===== config.mk =====
export PLATFORM = sky130hd
export DESIGN_NAME = alu_share_arbiter
export DESIGN_NICKNAME = d
export VERILOG_FILES = /design/src/rtl/alu_arb_pkg.sv /design/src/rtl/rr_arb2.sv /design/src/rtl/alu_share_arbiter.sv
export SDC_FILE = /design/constraint.sdc
export NUM_CORES = 1
export LEC_CHECK = 0
export CORE_MARGIN = 2
export CORE_UTILIZATION = 40
export DETAILED_ROUTE_END_ITERATION = 12
export PLACE_DENSITY = 0.87
export SLEW_MARGIN = 10
export SYNTH_ARGS = -nofsm -noshare
export SYNTH_HDL_FRONTEND = slang
export SYNTH_HIERARCHICAL = 1
export SYNTH_SLANG_ARGS = --single-unit

===== constraint.sdc =====
create_clock -name clk -period 4.3 [get_ports clk]
set_input_delay 1.29 -clock clk [delete_from_list [all_inputs] [get_ports clk]]
set_output_delay 1.29 -clock clk [all_outputs]
set_load 0.005 [all_outputs]

===== src/rtl/alu_arb_pkg.sv =====
// Shared types and ALU function codes for the ALU share arbiter.
package alu_arb_pkg;

   localparam logic [3:0] ALU_ADD  = 4'd0;
   localparam logic [3:0] ALU_SUB  = 4'd1;
   localparam logic [3:0] ALU_AND  = 4'd2;
   localparam logic [3:0] ALU_OR   = 4'd3;
   localparam logic [3:0] ALU_SLT  = 4'd4;
   localparam logic [3:0] ALU_LUI  = 4'd5;
   localparam logic [3:0] ALU_XOR  = 4'd6;
   localparam logic [3:0] ALU_SLTU = 4'd7;
   localparam logic [3:0] ALU_SLL  = 4'd8;
   localparam logic [3:0] ALU_SRL  = 4'd9;
   localparam logic [3:0] ALU_SRA  = 4'd10;

   typedef enum logic [1:0] {
      IDLE = 2'd0,
      EXEC = 2'd1,
      RESP = 2'd2
   } state_t;

   typedef enum logic {
      OWN0 = 1'b0,
      OWN1 = 1'b1
   } owner_t;

endpackage


===== src/rtl/rr_arb2.sv =====
// Two-way round-robin grant: on a tie the port that did not win last gets it.
module rr_arb2
   import alu_arb_pkg::*;
(
   input  logic   valid0,
   input  logic   valid1,
   input  owner_t last_owner,
   output logic   grant0,
   output logic   grant1
);

   always_comb begin
      grant0 = valid0 && (!valid1 || (last_owner == OWN1));
      grant1 = valid1 && (!valid0 || (last_owner == OWN0));
   end

endmodule


===== src/rtl/alu_share_arbiter.sv =====
// Shares one combinational ALU between two requesters (IDLE/EXEC/RESP).
// Optional statistics counters are enabled with `define ALU_ARB_STATS_EN.
module alu_share_arbiter
   import alu_arb_pkg::*;
#(
   parameter int W      = 32,
   parameter int FUNC_W = 4
) (
   input  logic              clk,
   input  logic              rst,
   input  logic              req0_valid,
   output logic              req0_ready,
   input  logic [W-1:0]      req0_a,
   input  logic [W-1:0]      req0_b,
   input  logic [FUNC_W-1:0] req0_func,
   output logic              resp0_valid,
   input  logic              resp0_ready,
   input  logic              req1_valid,
   output logic              req1_ready,
   input  logic [W-1:0]      req1_a,
   input  logic [W-1:0]      req1_b,
   input  logic [FUNC_W-1:0] req1_func,
   output logic              resp1_valid,
   input  logic              resp1_ready,
   output logic [W-1:0]      resp_res,
   output logic              resp_zero,
   output logic [W-1:0]      alu_a,
   output logic [W-1:0]      alu_b,
   output logic [FUNC_W-1:0] alu_func,
   input  logic [W-1:0]      alu_res,
   input  logic              alu_zero,
   output logic              busy
`ifdef ALU_ARB_STATS_EN
   ,
   output logic [31:0]       stat_ops0,
   output logic [31:0]       stat_ops1,
   output logic [31:0]       stat_wait
`endif
);

   state_t              state, state_nx;
   owner_t              owner, last_owner;
   logic [W-1:0]        lat_a, lat_b;
   logic [FUNC_W-1:0]   lat_func;
   logic                grant0, grant1;
   logic                grant;

   rr_arb2 u_arb (
      .valid0     (req0_valid),
      .valid1     (req1_valid),
      .last_owner (last_owner),
      .grant0     (grant0),
      .grant1     (grant1)
   );

   assign grant = (state == IDLE) && (grant0 || grant1);

   always_comb begin
      state_nx    = state;
      req0_ready  = 1'b0;
      req1_ready  = 1'b0;
      resp0_valid = 1'b0;
      resp1_valid = 1'b0;
      case (state)
         IDLE: begin
            req0_ready = grant0;
            req1_ready = grant1;
            if (grant0 || grant1) state_nx = EXEC;
         end
         EXEC: state_nx = RESP;
         RESP: begin
            resp0_valid = (owner == OWN0);
            resp1_valid = (owner == OWN1);
            if ((owner == OWN0 && resp0_ready) || (owner == OWN1 && resp1_ready))
               state_nx = IDLE;
         end
         default: state_nx = IDLE;
      endcase
   end

   always_ff @(posedge clk) begin
      if (rst) begin
         state      <= IDLE;
         owner      <= OWN0;
         last_owner <= OWN1;
         lat_a      <= '0;
         lat_b      <= '0;
         lat_func   <= '0;
         resp_res   <= '0;
         resp_zero  <= 1'b0;
      end else begin
         state <= state_nx;
         if (grant) begin
            owner      <= grant1 ? OWN1 : OWN0;
            last_owner <= grant1 ? OWN1 : OWN0;
            lat_a      <= grant1 ? req1_a    : req0_a;
            lat_b      <= grant1 ? req1_b    : req0_b;
            lat_func   <= grant1 ? req1_func : req0_func;
         end
         if (state == EXEC) begin
            resp_res  <= alu_res;
            resp_zero <= alu_zero;
         end
      end
   end

   // The ALU only ever sees latched operands, never the live requester buses.
   assign alu_a    = lat_a;
   assign alu_b    = lat_b;
   assign alu_func = lat_func;
   assign busy     = (state != IDLE);

`ifdef ALU_ARB_STATS_EN
   logic wait_cycle;
   assign wait_cycle = (req0_valid && !req0_ready) || (req1_valid && !req1_ready);

   always_ff @(posedge clk) begin
      if (rst) begin
         stat_ops0 <= '0;
         stat_ops1 <= '0;
         stat_wait <= '0;
      end else begin
         if (grant && grant0) stat_ops0 <= stat_ops0 + 32'd1;
         if (grant && grant1) stat_ops1 <= stat_ops1 + 32'd1;
         if (wait_cycle)      stat_wait <= stat_wait + 32'd1;
      end
   end
`endif

endmodule


==> results.toml <==
[run_status]
status = "complete, no violations"

[yosys]
muxShareOfSynthArea = 0.155
synth_edf_count = 0
synth_adder_area_share = 0
postSynthAreaPerCell_sq_um = 9.27
synth_xor_area_frac = 0
synth_nets = 655
synth_top_family_by_area = "compound AO/OA/AOI/OAI gates"
synth.yosys.seq_area_share = 0.472
synth.distinct_cells = 24
ys_warn_count = 6
ys.flop_type = "dfxtp_1"
synthSimpleGateAreaFrac = 0.0731
synthCells = 480
async_reset_ff_frac = 0
synth-compound-area-share = 0.248
syn_area_sq_um = 4450
ys_seq_elements = 105

[layout]
drive_gt1_frac = 0.0586
nFillCells = 822
layout_common_cells = "clkdlybuf4s50_1 (279), dfxtp_1 (105), a21oi_1 (102)"
final_common_cell = "clkdlybuf4s50_1"
antenna_cells = 0
syn_to_final_growth_pct = 68.9
final_nets = 904
instances_no_fill = 874

[power]
p_comb_frac = 0.324
p_int_mw = 1.79
p_clk_frac = 0.224
peakVddDrop_mv = 0.190
p_sw_frac = 0.299
powerDensity_nw_per_um2 = 340
leakage_nw = 2.72
seqPwrFrac = 0.452
p_sw_mw = 0.763

[worst_setup_path]
cp_max_fo = 2
cp_data_required_time_ns = 3.01
crit_path_end_kind = "output port"
crit_arrival_ns = 2.92
path_class = "input port to output port"
startpoint_type = "input port"

[global_route]
globalRouteTotalUtil = 0.231
grt_first_pass_wirelength_mm = 21.7
antenna_found_initial = 0
first_global_vias = 4509
grt_max_degree = 106
overflow = 0

[clock_network]
cts_resized = 0
post_cts_buffers = 0
insertion_delay_ns = 0.36
h-tree-depth = 3
cts_tree = "yes"
clkTransAtPathRegs_ns = 0.10
cts.sinks = 105
numCtsBuffers = 9
cts_root_buffer = "clkbuf_8"
clk_path_buf_depth = 2
cts_hold_buf = 0

[timing]
fmax_ghz = 0.238
fin_crit_sh = 0.978
tightest_slew_ns = 1.15
report.final.slew_viol_count = 0
hold_viol = 0
rsz0062_at_grt = "no"
setup_tns_ns = 0
setup_violations = 0
period_needed_ns = 4.21
max-slew-margin-rel = 0.230
skew_ns = 0.0118

[placed_design]
dp_hpwl_mm = 10.9
place_congestion = 0.816
io_buffers = 280
placedCellCount = 858

[floorplanning]
die-area_sq_um = 12000
die_h_um = 109
design.portCount = 281
rows = 38
chipWidth_um = 109
core_sq_um = 10800
start_util = 0.411

[routing]
antenna_left = 0
drt_pass1_iterations = 4
drc = 0
first_iter_violations = 302
routed_wl_mm = 14.8
vias = 4578
avgRoutedWirePerCell_um = 16.9
vias_per_cell = 5.24

[job]
max-cap-violations = 0

[hold_path]
hold_path_class = "register to register"
-- worst max-delay path, cell delays in order --
cell and delay [ns]:
clkdlybuf4s50_1 0.48, a21boi_2 0.19, or3b_1 0.39, inv_1 0.07
clkdlybuf4s50_1 0.50
-- through the flow --
stage               utilization  worst slack [ns]  total power [mW]  instance area [sq um]  hold slack, ns
global route              0.694            0.0398              2.69                   7520           0.482
global placement          0.675             0.151              1.97                   7320           0.444
finish                    0.694            0.0943              2.55                   7520           0.464
floorplan                     -             0.761              1.52                   4450           0.453
detailed placement        0.675            0.0890              2.00                   7320           0.450
CTS                       0.693            0.0839              2.57                   7510           0.464
-- worst paths after layout --
check	start	slack, ns	endpoint	depth (start not counted)
worst min register to register	resp_res[29]	0.46	resp_res[29]	2
worst max register to register	last_owner	2.03	alu_b[1]	5
worst max-delay path	req0_valid	0.09	req0_ready	5
worst min-delay path	resp_res[29]	0.46	resp_res[29]	2
-- kinds of logic (layout without fill, tap and decap cells) --
logic type / after synthesis / after routing
buffers and inverters: 54 / 308
AO/OA/AOI/OAI: 174 / 174
multiplexers: 69 / 69
AND/OR/NAND/NOR: 78 / 78
flip-flops: 105 / 105
-- state kept, by name, indices dropped and copies added, names as in the netlist --
signal and count:
resp_zero 1, alu_b 32, alu_func 4, alu_a 32, state 2, resp_res 32
owner 1, last_owner 1
-- power by group through the flow --
| stage | Combinational (mW) | Clock [mW] | Sequential [mW] |
|---|---|---|---|
| 3_5_place_dp | 0.827 | 0 | 1.17 |
| 4_1_cts | 0.831 | 0.589 | 1.15 |
| 6_report | 0.828 | 0.572 | 1.15 |
| 2_1_floorplan | 0.340 | 0 | 1.18 |
| 5_1_grt | 0.891 | 0.632 | 1.17 |
| 3_3_place_gp | 0.806 | 0 | 1.17 |
-- metal layers --
metal / vias to the layer above / part of all wire / global-route usage
met2: 202 / 0.52 / 0.431
li1: 2233 / - / -
met5: - / 0 / 0
met4: 0 / 0.027 / 0.0995
met1: 2113 / 0.37 / 0.245
met3: 30 / 0.085 / 0.0569
-- synth_stat cells, types with 2 or more instances --
library cell	instances	area [sq um]
buf_6	2	22.5
a211oi_2	10	125
buf_2	10	50.1
nor2_1	2	7.51
mux2i_1	69	691
and2_1	2	12.5
nand2_1	66	248
inv_1	3	11.3
clkbuf_1	38	143
a211oi_1	58	435
a21oi_1	102	510
dfxtp_1	105	2100
nor2b_1	2	12.5
-- layout make-up --
type / count / area, sq um / share of cell area
Sequential cell: 105 / 2100 / 0.280
Tap cell: 140 / 175 / 0.0233
Timing Repair Buffer: 289 / 2890 / 0.385
Multi-Input combinational cell: 321 / 2150 / 0.286
Clock inverter: 7 / 61.3 / 0.00815
Clock buffer: 9 / 124 / 0.0165
Inverter: 3 / 11.3 / 0.00150
No activity file was read; power rests on OpenSTA's default activity.
